## config.mk

```make
export PLATFORM = sky130hd
export DESIGN_NAME = hssl_rx_link_monitor
export DESIGN_NICKNAME = d
export VERILOG_FILES = /design/src/rtl/hssl_rx_link_monitor.sv
export SDC_FILE = /design/constraint.sdc
export NUM_CORES = 1
export LEC_CHECK = 0
export CORE_UTILIZATION = 48
export CTS_CLUSTER_DIAMETER = 60
export CTS_CLUSTER_SIZE = 8
export DETAILED_ROUTE_END_ITERATION = 16
export GPL_TIMING_DRIVEN = 0
export PLACE_DENSITY = 0.8
export SLEW_MARGIN = 20
export SYNTH_ARGS = -nofsm -noshare
export SYNTH_HDL_FRONTEND = slang
export SYNTH_SLANG_ARGS = --single-unit
```

## constraint.sdc

```tcl
create_clock -name clk_in -period 2.3 [get_ports clk_in]
set_input_delay 0.345 -clock clk_in [delete_from_list [all_inputs] [get_ports clk_in]]
set_output_delay 0.345 -clock clk_in [all_outputs]
set_load 0.005 [all_outputs]
```

## src/rtl/hssl_rx_link_monitor.sv

```systemverilog
// -----------------------------------------------------------------------------
// hssl_rx_link_monitor
//
// Watches the 32-bit parallel receive word of a high-speed serial GT receiver,
// acquires word sync on K28.5 commas in byte 0, tracks a leaky error level while
// in sync, forwards data words, counts error words, and requests a GT datapath
// reset when the link stays out of sync for too long.
//
// Ports (all in the clk_in domain):
//   clk_in                 rx_usrclk2 clock
//   reset_in               synchronous active-high reset
//   rx_data_in[31:0]       GT receive word, byte 0 = [7:0]
//   rx_charisk_in[3:0]     per-byte K flag
//   rx_disperr_in[3:0]     per-byte disparity error
//   rx_encerr_in[3:0]      per-byte not-in-table error
//   rx_bufstatus_in        elastic buffer under/overflow
//   rx_reset_done_in       GT rx reset complete
//   clr_err_in             clear err_cnt_out
//   data_out[31:0]         received data word (holds when vld_out is 0)
//   vld_out                data_out valid, one cycle per DATA word in SYNC
//   sync_out               link in SYNC
//   err_cnt_out[15:0]      saturating error-word count
//   rx_reset_datapath_out  request to GT gtwiz_reset_rx_datapath
// -----------------------------------------------------------------------------
module hssl_rx_link_monitor #(
  parameter int SYNC_CNT    = 4,
  parameter int LOSS_ERR    = 4,
  parameter int GOOD_CNT    = 16,
  parameter int RESET_WAIT  = 1024,
  parameter int RESET_PULSE = 8
) (
  input  logic        clk_in,
  input  logic        reset_in,
  input  logic [31:0] rx_data_in,
  input  logic [3:0]  rx_charisk_in,
  input  logic [3:0]  rx_disperr_in,
  input  logic [3:0]  rx_encerr_in,
  input  logic        rx_bufstatus_in,
  input  logic        rx_reset_done_in,
  input  logic        clr_err_in,
  output logic [31:0] data_out,
  output logic        vld_out,
  output logic        sync_out,
  output logic [15:0] err_cnt_out,
  output logic        rx_reset_datapath_out
);

  // Counter widths sized to hold the largest value each counter is compared to.
  localparam int CW = (SYNC_CNT > 1)    ? $clog2(SYNC_CNT + 1) : 1;
  localparam int WW = (RESET_WAIT > 2)  ? $clog2(RESET_WAIT)   : 1;
  localparam int LW = (LOSS_ERR > 1)    ? $clog2(LOSS_ERR + 1) : 1;
  localparam int GW = (GOOD_CNT > 1)    ? $clog2(GOOD_CNT + 1) : 1;
  localparam int PW = (RESET_PULSE > 2) ? $clog2(RESET_PULSE)  : 1;

  typedef enum logic [1:0] {
    ST_LOSS = 2'd0,
    ST_ACQ  = 2'd1,
    ST_SYNC = 2'd2,
    ST_RST  = 2'd3
  } state_e;

  state_e      state_q, state_d;
  logic [CW-1:0] comma_q, comma_d;
  logic [WW-1:0] wait_q,  wait_d;
  logic [LW-1:0] level_q, level_d;
  logic [GW-1:0] good_q,  good_d;
  logic [PW-1:0] pulse_q, pulse_d;

  logic [31:0] data_q, data_d;
  logic        vld_q,  vld_d;
  logic        sync_q, sync_d;
  logic [15:0] errc_q, errc_d;
  logic        rstdp_q, rstdp_d;

  // Word classification and counter increments.
  logic          err_s, comma_s, data_s;
  logic          wait_exp_s;
  logic [CW-1:0] comma_inc_s;
  logic [WW-1:0] wait_inc_s;
  logic [LW-1:0] level_inc_s;
  logic [GW-1:0] good_inc_s;
  logic [PW-1:0] pulse_inc_s;

  // Classify the current receive word and precompute counter increments.
  always_comb begin
    err_s       = (|rx_encerr_in) | (|rx_disperr_in) | rx_bufstatus_in;
    comma_s     = ~err_s & (rx_charisk_in == 4'b0001) & (rx_data_in[7:0] == 8'hBC);
    data_s      = ~err_s & (rx_charisk_in == 4'b0000);
    wait_exp_s  = (wait_q == WW'(RESET_WAIT - 1));
    comma_inc_s = comma_q + CW'(1);
    wait_inc_s  = wait_q + WW'(1);
    level_inc_s = level_q + LW'(1);
    good_inc_s  = good_q + GW'(1);
    pulse_inc_s = pulse_q + PW'(1);
  end

  // Link FSM next-state and counter update.
  always_comb begin
    state_d = state_q;
    comma_d = comma_q;
    wait_d  = wait_q;
    level_d = level_q;
    good_d  = good_q;
    pulse_d = pulse_q;

    case (state_q)
      ST_RST: begin
        // The pulse always runs to completion, even if the GT is in reset.
        if (pulse_q == PW'(RESET_PULSE - 1)) begin
          state_d = ST_LOSS;
          pulse_d = '0;
        end else begin
          pulse_d = pulse_inc_s;
        end
      end

      ST_LOSS, ST_ACQ: begin
        if (!rx_reset_done_in) begin
          // GT in reset: drop back and keep the wait counter parked at zero.
          state_d = ST_LOSS;
          comma_d = '0;
          wait_d  = '0;
          level_d = '0;
          good_d  = '0;
        end else if (wait_exp_s) begin
          // Expiry beats any comma arriving in the same cycle.
          state_d = ST_RST;
          comma_d = '0;
          wait_d  = '0;
          pulse_d = '0;
        end else begin
          wait_d = wait_inc_s;
          if (state_q == ST_LOSS) begin
            if (comma_s) begin
              state_d = ST_ACQ;
              comma_d = CW'(1);
            end else begin
              state_d = ST_LOSS;
            end
          end else begin
            if (err_s) begin
              state_d = ST_LOSS;
              comma_d = '0;
            end else if (comma_s) begin
              if (comma_inc_s == CW'(SYNC_CNT)) begin
                state_d = ST_SYNC;
                comma_d = '0;
                wait_d  = '0;
              end else begin
                comma_d = comma_inc_s;
              end
            end else begin
              comma_d = comma_q;
            end
          end
        end
      end

      ST_SYNC: begin
        if (!rx_reset_done_in) begin
          state_d = ST_LOSS;
          comma_d = '0;
          wait_d  = '0;
          level_d = '0;
          good_d  = '0;
        end else if (err_s) begin
          good_d = '0;
          if (level_inc_s == LW'(LOSS_ERR)) begin
            state_d = ST_LOSS;
            level_d = '0;
          end else begin
            level_d = level_inc_s;
          end
        end else begin
          // A full run of good words forgives one error, never below zero.
          if (good_inc_s == GW'(GOOD_CNT)) begin
            good_d = '0;
            if (level_q != LW'(0)) begin
              level_d = level_q - LW'(1);
            end else begin
              level_d = '0;
            end
          end else begin
            good_d = good_inc_s;
          end
        end
      end

      default: begin
        state_d = ST_LOSS;
        comma_d = '0;
        wait_d  = '0;
        level_d = '0;
        good_d  = '0;
        pulse_d = '0;
      end
    endcase
  end

  // Registered output next values.
  always_comb begin
    vld_d   = (state_q == ST_SYNC) & data_s;
    if (vld_d) begin
      data_d = rx_data_in;
    end else begin
      data_d = data_q;
    end
    sync_d  = (state_d == ST_SYNC);
    rstdp_d = (state_d == ST_RST);
    if (clr_err_in) begin
      errc_d = 16'h0000;
    end else if (err_s && rx_reset_done_in && (errc_q != 16'hFFFF)) begin
      errc_d = errc_q + 16'd1;
    end else begin
      errc_d = errc_q;
    end
  end

  // State, counters and output registers with synchronous reset.
  always_ff @(posedge clk_in) begin
    if (reset_in) begin
      state_q <= ST_LOSS;
      comma_q <= '0;
      wait_q  <= '0;
      level_q <= '0;
      good_q  <= '0;
      pulse_q <= '0;
      data_q  <= 32'h0000_0000;
      vld_q   <= 1'b0;
      sync_q  <= 1'b0;
      errc_q  <= 16'h0000;
      rstdp_q <= 1'b0;
    end else begin
      state_q <= state_d;
      comma_q <= comma_d;
      wait_q  <= wait_d;
      level_q <= level_d;
      good_q  <= good_d;
      pulse_q <= pulse_d;
      data_q  <= data_d;
      vld_q   <= vld_d;
      sync_q  <= sync_d;
      errc_q  <= errc_d;
      rstdp_q <= rstdp_d;
    end
  end

  assign data_out              = data_q;
  assign vld_out               = vld_q;
  assign sync_out              = sync_q;
  assign err_cnt_out           = errc_q;
  assign rx_reset_datapath_out = rstdp_q;

endmodule

```

==> impl_metrics.json <==
{
  "grt_max_degree": 15,
  "yosys_warnings": 0,
  "async_reset_ff_share_pct": 0,
  "core_um2": 7290,
  "root_buffer": "clkbuf_8",
  "synthSimpleGateAreaFrac_pct": 29.6,
  "avgSynthCellArea_um2": 8.06,
  "final.setup.tns_ps": 0,
  "die_h_um": 89.1,
  "min_period_ps": 2290,
  "hpwl_um": 7020,
  "ctsHoldBuffers": 0,
  "drt_iter0_markers": 142,
  "overflow": 0,
  "outcome": "completed",
  "io_buffer_count": 97,
  "vias_per_cell": 5.48,
  "critPathKind": "in -> reg",
  "p_switching_uw": 598,
  "initial_core_util_pct": 50.0,
  "synth_top_area_cell": "dfxtp_1",
  "whs_ps": 456,
  "hp-class": "reg -> reg",
  "syn_inst": 452,
  "syn-cell-area_um2": 3640,
  "swShare_pct": 22.6,
  "worst_setup_path_start_kind": "input pin",
  "grt_pass1_vias": 3413,
  "crit_arrival_ps": 2570,
  "nNetsFinal": 633,
  "synth_xor_area_share_pct": 3.84,
  "slew_viol_final": 0,
  "synth_top_family_by_area": "simple AND/OR/NAND/NOR gates",
  "worstMarginPinSlew_ps": 652,
  "syn2layout_area_growth_pct": 40.7,
  "setup_violations": 0,
  "gp_congestion": 0.842,
  "fmax_mhz": 436,
  "htreeDepth": 3,
  "ys_types": 50,
  "hold_viol": 0,
  "clock_latency_ps": 350,
  "clk_pin_slew_ps": 80,
  "synth_fa_ha_area_share_pct": 4.46,
  "clock-sinks": 77,
  "wl_per_cell_um": 14.7,
  "track_usage_pct": 25.1,
  "min_period_over_period_pct": 99.7,
  "final_antenna_net_count": 0,
  "grt_antenna_before_repair": 0,
  "antenna_cells": 0,
  "final_cell_mix": "clkdlybuf4s50_1, nand2_1, dfxtp_1",
  "std_cell_rows": 31,
  "drc": 0,
  "critPathMaxFanout": 4,
  "design_area_um2": 5130,
  "power_leakage_uw": 0.00175,
  "drt-pass1-iter-count": 4,
  "drv_cap": 0,
  "power_frac_clock_pct": 42.9,
  "drive_gt1_share_pct": 9.20,
  "die_w_um": 89.1,
  "syn_nets": 514,
  "ys_ff_latch": 77,
  "routed_wl_um": 9930,
  "num_io_pins": 100,
  "skew_ps": 11.1,
  "synth_top_area_share_pct": 42.3,
  "cts-buffers-inserted": 9,
  "p_per_area_nw_per_um2": 516,
  "ir_drop_v": 0.000378,
  "cts_tree": "built",
  "synth_compound_area_share_pct": 15.2,
  "cp.required_ps": 2580,
  "preCtsSetupSlack_ps": -642,
  "slew_headroom_pct": 56.5,
  "synth-seq-area-share_pct": 42.3,
  "end_kind": "register",
  "grt_pass1_wl_um": 15500,
  "combPwrFrac_pct": 6.4,
  "ys.flop_type": "dfxtp_1",
  "intPower_uw": 2050,
  "synth_top_cells_by_area": "dfxtp_1, nand2_1, a21oi_1",
  "final_common_cell": "clkdlybuf4s50_1",
  "cts_buffer_depth": 2,
  "seq_power_share_pct": 50.7,
  "place_area_um2": 4740,
  "vias": 3700,
  "synth-edff-count": 0,
  "muxShareOfSynthArea_pct": 1.13,
  "die-area_um2": 7950,
  "fin_ws_ps": 6.79
}
worst max-delay path, stage by stage:
cell             delay [ps]
clkdlybuf4s50_1         450
or4_4                   540
or4_4                   580
or4b_4                  510
a21oi_2                 150
cell usage after synthesis, types with 2 or more instances:
| library cell | n |
|---|---|
| ha_1 | 13 |
| xor2_1 | 2 |
| o31ai_1 | 2 |
| nand4b_1 | 3 |
| xnor2_1 | 14 |
| and4_1 | 4 |
| nor3_1 | 13 |
| and3_1 | 2 |
| nand3_1 | 11 |
| nand2_1 | 92 |
| or2_2 | 3 |
| a21oi_1 | 50 |
| nand4_1 | 11 |
| nand2b_1 | 2 |
| or3_1 | 5 |
| clkbuf_1 | 21 |
| nor4_1 | 7 |
| o21ai_0 | 16 |
| o21a_1 | 4 |
| or4_1 | 6 |
| nor2_1 | 33 |
| a311oi_1 | 2 |
| a32oi_1 | 2 |
| nor2b_1 | 5 |
| a31oi_1 | 9 |
| or4_4 | 2 |
| buf_2 | 4 |
| mux2i_1 | 3 |
| nor4b_1 | 2 |
| nor4_2 | 2 |
| inv_1 | 8 |
| nand3b_1 | 5 |
| dfxtp_1 | 77 |
layer usage:
| layer | GRT usage [%] | up-vias | wire length [um] |
|---|---|---|---|
| met5 | 0 | - | 0 |
| li1 | - | 1840 | - |
| met1 | 30.6 | 1752 | 4330 |
| met4 | 11.1 | 0 | 199 |
| met2 | 44.1 | 90 | 4970 |
| met3 | 3.60 | 18 | 429 |
layout make-up:
class	count	area, um^2
plain buffers	25	106
clock buffers	9	124
clock inverters	7	98.8
fillers	584	2160
inverters	8	30.0
multi-input cells	342	2040
flip-flops and latches	77	1540
well taps	99	124
repair buffers	108	1060
state kept, by name, indices dropped and copies added, names as in the netlist:
| register | cells |
|---|---|
| data_out | 32 |
| rx_reset_datapath_out | 1 |
| state_q | 2 |
| good_q | 5 |
| pulse_q | 3 |
| sync_out | 1 |
| err_cnt_out | 16 |
| level_q | 3 |
| comma_q | 3 |
| vld_out | 1 |
| wait_q | 10 |
power groups by stage:
stage	Sequential, uW	Clock (uW)	Combinational (uW)
floorplan	1370	0	53.6
global placement	1370	0	155
detailed placement	1370	0	157
CTS	1340	1160	162
global route	1340	1220	183
finish	1340	1130	170
per-stage QoR:
stage                     util (%)  std cells  total power (uW)
after CTS                     68.7        665              2660
after global routing          70.4        675              2740
after global placement        65.0        648              1530
after floorplan                  -        452              1420
after detailed placement      65.0        648              1530
final                         70.4        675              2640
logic make-up (layout without fill, tap and decap cells):
logic type / Yosys count / in the layout
buffers and inverters: 33 / 157
and+or+nand+nor: 214 / 214
xor gates and xnor gates: 16 / 16
AOI/OAI and AO/OA: 95 / 95
muxes: 4 / 4
adders and majority gates: 13 / 13
DFF: 77 / 77
timing repair:
| item | 4_1_cts | 5_1_grt |
|---|---|---|
| hold endpoints to repair | 0 | 0 |
| pin swaps | 2 | 7 |
| resized for setup | 7 | 17 |
| cloned | 0 | 0 |
| buffers inserted | 1 | 10 |
| setup endpoints to repair | 52 | 55 |
final timing paths:
path | startpoint | to | slack, ps | cells after the start
max reg2reg | state_q[1] | good_q[3] | 150 | 5
max | rx_disperr_in[2] | good_q[3] | 7 | 5
min | data_out[18] | data_out[18] | 460 | 2
min reg2reg | data_out[18] | data_out[18] | 460 | 2
No activity file was read; power rests on OpenSTA's default activity.
